File: src/rtl/uart_fifo_bridge.sv
// 8N1 UART with byte FIFOs on both directions, core-facing show-ahead RX.
// Define UART_LOOPBACK_EN to feed the receiver from txd instead of rxd.
module uart_fifo_bridge #(
  parameter int CLK_PER_BIT = 434,
  parameter int FIFO_AW     = 4
) (
  input  logic       clk,
  input  logic       rst,
  input  logic       rxd,
  output logic       txd,
  input  logic       uart_rdreq,
  output logic       uart_empty,
  output logic [7:0] uart_in,
  input  logic       uart_wrreq,
  input  logic [7:0] uart_out,
  output logic       tx_full,
  output logic       tx_busy,
  output logic       rx_overrun,
  output logic       frame_err
);

  localparam int DEPTH = 1 << FIFO_AW;
  localparam logic [15:0] BIT_LAST  = 16'(CLK_PER_BIT - 1);
  localparam logic [15:0] HALF_LAST = 16'(CLK_PER_BIT / 2 - 1);

  typedef enum logic [1:0] {
    S_IDLE,
    S_START,
    S_DATA,
    S_STOP
  } st_t;

  logic rx_line;
`ifdef UART_LOOPBACK_EN
  assign rx_line = txd;
`else
  assign rx_line = rxd;
`endif

  logic rx_s1;
  logic rx_s2;
  logic rx_prev;

  always_ff @(posedge clk) begin
    if (rst) begin
      rx_s1   <= 1'b1;
      rx_s2   <= 1'b1;
      rx_prev <= 1'b1;
    end else begin
      rx_s1   <= rx_line;
      rx_s2   <= rx_s1;
      rx_prev <= rx_s2;
    end
  end

  st_t         rx_st;
  logic [15:0] rx_cnt;
  logic [2:0]  rx_bit;
  logic [7:0]  rx_sh;
  logic        rx_fall;
  logic        rx_push;

  assign rx_fall = rx_prev & ~rx_s2;
  assign rx_push = (rx_st == S_STOP) &&
                   (rx_cnt == BIT_LAST) && rx_s2;

  always_ff @(posedge clk) begin
    if (rst) begin
      rx_st     <= S_IDLE;
      rx_cnt    <= '0;
      rx_bit    <= '0;
      rx_sh     <= '0;
      frame_err <= 1'b0;
    end else begin
      frame_err <= 1'b0;
      unique case (rx_st)
        S_IDLE: begin
          if (rx_fall) begin
            rx_st  <= S_START;
            rx_cnt <= '0;
          end
        end
        S_START: begin
          if (rx_cnt == HALF_LAST) begin
            rx_cnt <= '0;
            rx_bit <= '0;
            rx_st  <= rx_s2 ? S_IDLE : S_DATA;
          end else begin
            rx_cnt <= rx_cnt + 16'd1;
          end
        end
        S_DATA: begin
          if (rx_cnt == BIT_LAST) begin
            rx_cnt <= '0;
            rx_sh  <= {rx_s2, rx_sh[7:1]};
            rx_bit <= rx_bit + 3'd1;
            if (rx_bit == 3'd7) rx_st <= S_STOP;
          end else begin
            rx_cnt <= rx_cnt + 16'd1;
          end
        end
        S_STOP: begin
          if (rx_cnt == BIT_LAST) begin
            rx_cnt    <= '0;
            rx_st     <= S_IDLE;
            frame_err <= ~rx_s2;
          end else begin
            rx_cnt <= rx_cnt + 16'd1;
          end
        end
      endcase
    end
  end

  logic [7:0]       rx_mem [DEPTH];
  logic [FIFO_AW:0] rx_wp;
  logic [FIFO_AW:0] rx_rp;
  logic             rx_empty;
  logic             rx_full;
  logic             rx_pop;
  logic             rx_wr;

  assign rx_empty = (rx_wp == rx_rp);
  assign rx_full  = (rx_wp[FIFO_AW] != rx_rp[FIFO_AW]) &&
                    (rx_wp[FIFO_AW-1:0] == rx_rp[FIFO_AW-1:0]);
  assign rx_pop   = uart_rdreq & ~rx_empty;
  // A pop in the same cycle frees the slot a full FIFO needs.
  assign rx_wr    = rx_push & (~rx_full | rx_pop);

  always_ff @(posedge clk) begin
    if (rx_wr) rx_mem[rx_wp[FIFO_AW-1:0]] <= rx_sh;
  end

  always_ff @(posedge clk) begin
    if (rst) begin
      rx_wp      <= '0;
      rx_rp      <= '0;
      rx_overrun <= 1'b0;
    end else begin
      if (rx_wr)  rx_wp <= rx_wp + 1'b1;
      if (rx_pop) rx_rp <= rx_rp + 1'b1;
      if (rx_push && !rx_wr) rx_overrun <= 1'b1;
    end
  end

  assign uart_empty = rx_empty;
  assign uart_in    = rx_empty ? 8'h00 :
                      rx_mem[rx_rp[FIFO_AW-1:0]];

  logic [7:0]       tx_mem [DEPTH];
  logic [FIFO_AW:0] tx_wp;
  logic [FIFO_AW:0] tx_rp;
  logic             tx_empty;
  logic             tx_load;
  logic             tx_wr;
  st_t              tx_st;
  logic [15:0]      tx_cnt;
  logic [2:0]       tx_bit;
  logic [7:0]       tx_sh;

  assign tx_empty = (tx_wp == tx_rp);
  assign tx_full  = (tx_wp[FIFO_AW] != tx_rp[FIFO_AW]) &&
                    (tx_wp[FIFO_AW-1:0] == tx_rp[FIFO_AW-1:0]);
  // Chain straight from stop into the next start when data is waiting.
  assign tx_load  = ~tx_empty &
                    ((tx_st == S_IDLE) ||
                     (tx_st == S_STOP && tx_cnt == BIT_LAST));
  assign tx_wr    = uart_wrreq & (~tx_full | tx_load);
  assign tx_busy  = (tx_st != S_IDLE) | ~tx_empty;

  always_ff @(posedge clk) begin
    if (tx_wr) tx_mem[tx_wp[FIFO_AW-1:0]] <= uart_out;
  end

  always_ff @(posedge clk) begin
    if (rst) begin
      tx_wp <= '0;
      tx_rp <= '0;
    end else begin
      if (tx_wr)   tx_wp <= tx_wp + 1'b1;
      if (tx_load) tx_rp <= tx_rp + 1'b1;
    end
  end

  always_ff @(posedge clk) begin
    if (rst) begin
      tx_st  <= S_IDLE;
      tx_cnt <= '0;
      tx_bit <= '0;
      tx_sh  <= '0;
      txd    <= 1'b1;
    end else if (tx_load) begin
      tx_st  <= S_START;
      tx_cnt <= '0;
      tx_sh  <= tx_mem[tx_rp[FIFO_AW-1:0]];
      txd    <= 1'b0;
    end else begin
      unique case (tx_st)
        S_IDLE: begin
          txd <= 1'b1;
        end
        S_START: begin
          if (tx_cnt == BIT_LAST) begin
            tx_cnt <= '0;
            tx_bit <= '0;
            tx_st  <= S_DATA;
            txd    <= tx_sh[0];
            tx_sh  <= {1'b0, tx_sh[7:1]};
          end else begin
            tx_cnt <= tx_cnt + 16'd1;
          end
        end
        S_DATA: begin
          if (tx_cnt == BIT_LAST) begin
            tx_cnt <= '0;
            tx_bit <= tx_bit + 3'd1;
            if (tx_bit == 3'd7) begin
              tx_st <= S_STOP;
              txd   <= 1'b1;
            end else begin
              txd   <= tx_sh[0];
              tx_sh <= {1'b0, tx_sh[7:1]};
            end
          end else begin
            tx_cnt <= tx_cnt + 16'd1;
          end
        end
        S_STOP: begin
          if (tx_cnt == BIT_LAST) begin
            tx_cnt <= '0;
            tx_st  <= S_IDLE;
          end else begin
            tx_cnt <= tx_cnt + 16'd1;
          end
        end
      endcase
    end
  end

endmodule

File: config.mk
export PLATFORM = sky130hd
export DESIGN_NAME = uart_fifo_bridge
export DESIGN_NICKNAME = d
export VERILOG_FILES = /design/src/rtl/uart_fifo_bridge.sv
export SDC_FILE = /design/constraint.sdc
export NUM_CORES = 1
export LEC_CHECK = 0
export ABC_AREA = 1
export BUFFER_PORTS_ARGS = -buffer_cell sky130_fd_sc_hd__clkbuf_2
export CORE_ASPECT_RATIO = 1.2
export CORE_MARGIN = 5
export CORE_UTILIZATION = 45
export DETAILED_ROUTE_END_ITERATION = 6
export GPL_TIMING_DRIVEN = 0
export SKIP_LAST_GASP = 1
export SLEW_MARGIN = 0
export SYNTH_ARGS = -nofsm -noshare
export SYNTH_HDL_FRONTEND = slang
export SYNTH_SLANG_ARGS = --single-unit
File: constraint.sdc
create_clock -name clk -period 2.8 [get_ports clk]
set_input_delay 0.14 -clock clk [delete_from_list [all_inputs] [get_ports clk]]
set_output_delay 0.14 -clock clk [all_outputs]
set_load 0.01 [all_outputs]
-- Word level (Yosys, flattened, before mapping)
Memory sizes are Yosys's and may differ from the RTL's. A register that Yosys moved wholly into a read port is not among the register bits.
Cells that the tools add are included.
- add/subtract/negate cells: 8
- bitwise gates (word level): 16
- eq/ne operators: 31
- reductions and logical operators: 29
- multiplexer cells: 43
- operator list (cell ; count):
    2-to-1 mux 16 bit ; 4
    case mux 16 bit (3 select lines) ; 1
    2-to-1 mux 8 bit ; 5
    adder 16 x 1 -> 16 bit (second input constant) ; 2
    == test 16 x 9 -> 1 bit (second input constant) ; 2
    adder 5 x 1 -> 5 bit (second input constant) ; 4
    2-to-1 mux 2 bit ; 10
    == test 16 x 8 -> 1 bit (second input constant) ; 1
    2-to-1 mux 4 bit ; 4
    case mux 8 bit (2 select lines) ; 1
    AND reduction 5 bit ; 3
    inequality test 2 bit (second input constant) ; 7
    2-to-1 mux 3 bit ; 4
    inequality test 3 bit (second input constant) ; 4
    case mux 3 bit (2 select lines) ; 2
    == test 5 bit ; 2
    2-to-1 mux 1 bit ; 9
    == test 2 bit (second input constant) ; 4
    == test 4 bit ; 2
    NOT 1 bit ; 8
    case mux 2 bit (4 select lines) ; 1
    AND reduction 4 bit ; 2
    nonzero test 4 bit ; 2
    adder 3 x 1 -> 3 bit (second input constant) ; 2
    19 further kinds ; 41
- memories: 2
- memory bits (writable): 256
- logic and storage cells: 148
- flip-flop bits (word level): 84
- input port bits: 13
- memory list (memory ; depth ; bits a word ; read ports ; clocked after memory_dff ; wr ports ; RTL line ; RTL):
    rx_mem ; 16 ; 8 ; 1 ; 1 ; 1 ; 115 ; logic [7:0] rx_mem [DEPTH];
    tx_mem ; 16 ; 8 ; 1 ; 1 ; 1 ; 150 ; logic [7:0] tx_mem [DEPTH];

-- Depth between registers and ports, before layout
- depth in word-level cells: 8
- gate-level depth with buffers: 14
- gate-level depth less buffers: 13

-- Worst setup path after synthesis
No wires, ideal clock.
- kind: register -> register
- start: register tx_cnt[0]
- end: memory tx_mem[11][0] (enable)
- cell stages (with the launch flop): 10
- setup slack: 0.600 ns
- arrival time: 1.817 ns
- buffers on the path: 0
- cells stage by stage: dfxtp_1 > ha_1 > nand3_1 > nor2_1 > nand2_2 > inv_4 > nand2_4 > nand3_2 > nand2_4 > nor3_1
- word-level cells in the longest chain between the ends: 8
- RTL lines (what ; RTL line ; RTL):
    start, declared ; 157 ; logic [15:0] tx_cnt;
    start signal, assigned ; 210 ; tx_cnt <= tx_cnt + 16'd1;
    start signal, assigned ; 225 ; tx_cnt <= tx_cnt + 16'd1;
    start signal, assigned ; 233 ; tx_cnt <= tx_cnt + 16'd1;
    == test 16 x 9 -> 1 bit ; 167 ; (tx_st == S_STOP && tx_cnt == BIT_LAST));
    logical AND 1 bit ; 167 ;
    logical OR 1 bit ; 166 ; ((tx_st == S_IDLE) ||
    AND 1 bit ; 165 ; assign tx_load = ~tx_empty &
    bitwise OR 1 bit ; 168 ; assign tx_wr = uart_wrreq & (~tx_full | tx_load);
    AND 1 bit ; 168 ;
    2-to-1 mux 1 bit ; 172 ; if (tx_wr) tx_mem[tx_wp[FIFO_AW-1:0]] <= uart_out;
    2-to-1 mux 1 bit (not written as such) ; 172 ;
    end, declared ; 150 ;
Every way passes these cells.

-- Final worst setup path
- start: register rx_cnt[0]
- end: memory rx_mem[8][3] (enable)
- word-level cells in the longest chain between the ends: 6
- RTL lines (what ; RTL line ; RTL):
    start, declared ; 57 ; logic [15:0] rx_cnt;
    start signal, assigned ; 89 ; rx_cnt <= rx_cnt + 16'd1;
    start signal, assigned ; 99 ; rx_cnt <= rx_cnt + 16'd1;
    start signal, assigned ; 108 ; rx_cnt <= rx_cnt + 16'd1;
    == test 16 x 9 -> 1 bit ; 65 ; (rx_cnt == BIT_LAST) && rx_s2;
    logical AND 1 bit ; 64 ; assign rx_push = (rx_st == S_STOP) &&
    logical AND 1 bit ; 65 ;
    AND 1 bit ; 128 ; assign rx_wr = rx_push & (~rx_full | rx_pop);
    2-to-1 mux 1 bit ; 131 ; if (rx_wr) rx_mem[rx_wp[FIFO_AW-1:0]] <= rx_sh;
    2-to-1 mux 1 bit (not written as such) ; 131 ;
    end, declared ; 115 ;
Every way passes these cells.

==> results_dict.tcl <==
set metrics [dict create \
    crit_family "simple AND/OR/NAND/NOR gates" \
    cp_max_fo 8 \
    io_buffers 25 \
    path_clk_slew_ps 60 \
    nFillCells 3097 \
    yosysWarnings 0 \
    coreArea_um2 33800 \
    die_area_um2 37700 \
    power.static_leakage_nw 6.31 \
    yosys_register_bits 348 \
    synth_top_cell_area_share 0.504 \
    firstDrtPassIters 5 \
    syn_area_per_cell_um2 10.0 \
    power.total_mw 13.4 \
    drv_slew 0 \
    async_reset_ff_frac 0 \
    reg2regPathDepth 7 \
    min_path_cells 1 \
    clock_latency_ps 530 \
    tns_ps 0 \
    finalCritPeriodShare 0.997 \
    cts_made_buffers 37 \
    netlist_area_um2 15300 \
    layout.nets 1626 \
    start_util 0.452 \
    max-vdd-ir-drop_mv 0.489 \
    final_area_um2 17300 \
    cap_violations 0 \
    crit_top_cell "nand4_1" \
    clkSinkCount 348 \
    syn_nets 1560 \
    fin_util 0.510 \
    ys.flop_type "edfxtp_1" \
    antenna_left 0 \
    instances_no_fill 2072 \
    dp.cells 2004 \
    detailed_place_hpwl_um 25500 \
    drtIter0Drc 757 \
    antenna_found_initial 0 \
    worst_setup_path_start_kind "register" \
    drive_gt1_frac 0.0953 \
    drc 0 \
    synth_commonest_cells "edfxtp_1 (256), nand2_1 (221), nor2_1 (201)" \
    synth-edff-count 256 \
    hp-class "primary input to register" \
    cp_num_buf_inv 0 \
    max_stage_delay_ps 580 \
    slew-limit-headroom 0.395 \
    crit_path_end_kind "register" \
    worstSetupPathDepth 7 \
    wl_um 36400 \
    syn_inst 1523 \
    status "complete, no violations" \
    die_h_um 212 \
    hold_viol 0 \
    cts_setup_buffers 0 \
    rows 74 \
    grt_pass1_vias 10467 \
    boundaryPins 27 \
    synth_seq_area_share 0.624 \
    yosysTopAreaCell "edfxtp_1" \
    grt_max_degree 19 \
    via_per_inst 5.24 \
    globalplace.congestion 0.883 \
    grt_first_pass_wirelength_um 56800 \
    crit_slowest_cell "nor2_1" \
    track_usage 0.193 \
    yosysMostFrequentCell "edfxtp_1" \
    finClkSkew_ps 19.8 \
    rsz0062_at_grt "true" \
    n_antenna_cell 0 \
    clockBufferDepth 3 \
    syn_to_final_growth_pct 13.1 \
    fmax_mhz 358 \
    grt-ovfl-total 0 \
    dpl-instance-area_um2 16000 \
    crit_arrival_ps 2940 \
    finalSetupViolCount 0 \
    path_class "register to register" \
    via_count 10857 \
    required_ps 2950 \
    synth.distinct_cells 42 \
    p_per_area_nw_per_um2 778 \
    crit_chain "ha_1, nand4_1, nor3_1, nand4_1, nor2_2, nand2_1, nor2_1" \
    cts_tree "built" \
    synth_area_leaders "edfxtp_1 (50%), dfxtp_1 (12%), nand2_1 (5.4%)" \
    clockRootBuffer "clkbuf_16" \
    chipWidth_um 178 \
    post_drt_wl_per_cell_um 17.6 \
    cts_max_level 2 \
    min_period_ps 2790 \
    tightest_slew_ps 906 \
]
repair_timing:
action	CTS	global route
hold endpoints to repair	4	0
cloned	0	0
gates resized for setup	2	17
endpoints found under the setup margin	16	136
hold buffers	2	0
pin swaps	0	0
routing by layer:
layer / vias to the layer above / part of all wire / GRT usage
met5: - / 0 / 0
met4: 0 / 0.037 / 0.0731
met3: 80 / 0.041 / 0.0273
met2: 248 / 0.52 / 0.355
met1: 5153 / 0.40 / 0.228
li1: 5376 / - / -
report_power, final:
part	leakage (nW)	switching, mW	internal [mW]
logic	2.62	1.86	0.843
registers	3.09	0.121	5.65
clock network	0.602	1.95	3.00
total	6.31	3.93	9.49
worst paths after layout:
kind | start | endpoint | slack (ps)
worst max register to register | rx_cnt[0]$_SDFFE_PP0P_ | rx_mem[8][3]$_DFFE_PP_ | 10
worst min register to register | rx_s1$_SDFF_PP1_ | rx_s2$_SDFF_PP1_ | 410
worst min-delay path | uart_out[7] | tx_mem[0][7]$_DFFE_PP_ | 50
worst max-delay path | rx_cnt[0]$_SDFFE_PP0P_ | rx_mem[8][3]$_DFFE_PP_ | 10
logic make-up after synthesis:
logic type | Yosys count | synth area share
adder cells (fa/ha/maj) | 24 | 0.0197
XOR/XNOR | 35 | 0.0201
buffers and inverters | 216 | 0.0560
AND/OR/NAND/NOR | 600 | 0.170
AO/OA/AOI/OAI | 300 | 0.110
flip-flops | 348 | 0.624
state kept, by name, indices dropped and copies added (netlist names), 2 cells and up, named ones only:
| register | count |
|---|---|
| rx_cnt | 16 |
| rx_wp | 5 |
| tx_rp | 5 |
| rx_sh | 8 |
| rx_rp | 5 |
| tx_st | 2 |
| tx_cnt | 16 |
| tx_bit | 3 |
| tx_sh | 8 |
| tx_wp | 5 |
| rx_bit | 3 |
| tx_mem | 128 |
| rx_mem | 128 |
per-stage QoR:
step           setup slack (ps)  hold slack, ps
4_1_cts                   -1.45            34.0
6_report                   9.69            54.9
2_1_floorplan               600             239
5_1_grt                    -151            57.7
3_3_place_gp              -82.6             326
3_5_place_dp               -135             329
cell usage in the layout (no fill, tap or decap), drive strengths merged, types with 20 or more instances in the layout:
cell type / instances
xor2: 26
buf: 20
nor2: 205
clkbuf: 124
o21ai: 136
nand3: 117
nand2: 234
ha: 24
edfxtp: 256
o211ai: 36
a21oi: 94
dfxtp: 92
nor3: 21
inv: 146
cell type report:
class                      instances  area [um^2]  share of cell area
buffer                            69          298              0.0173
clock buffer                      50         1010              0.0585
clock inverter                    16          213              0.0123
inverter                         147          558              0.0323
multi-input combinational        959         4930               0.286
sequential                       348         9530               0.552
tap                              456          571              0.0331
timing repair buffer              27          145             0.00841
(Power assumes the default switching activity.)
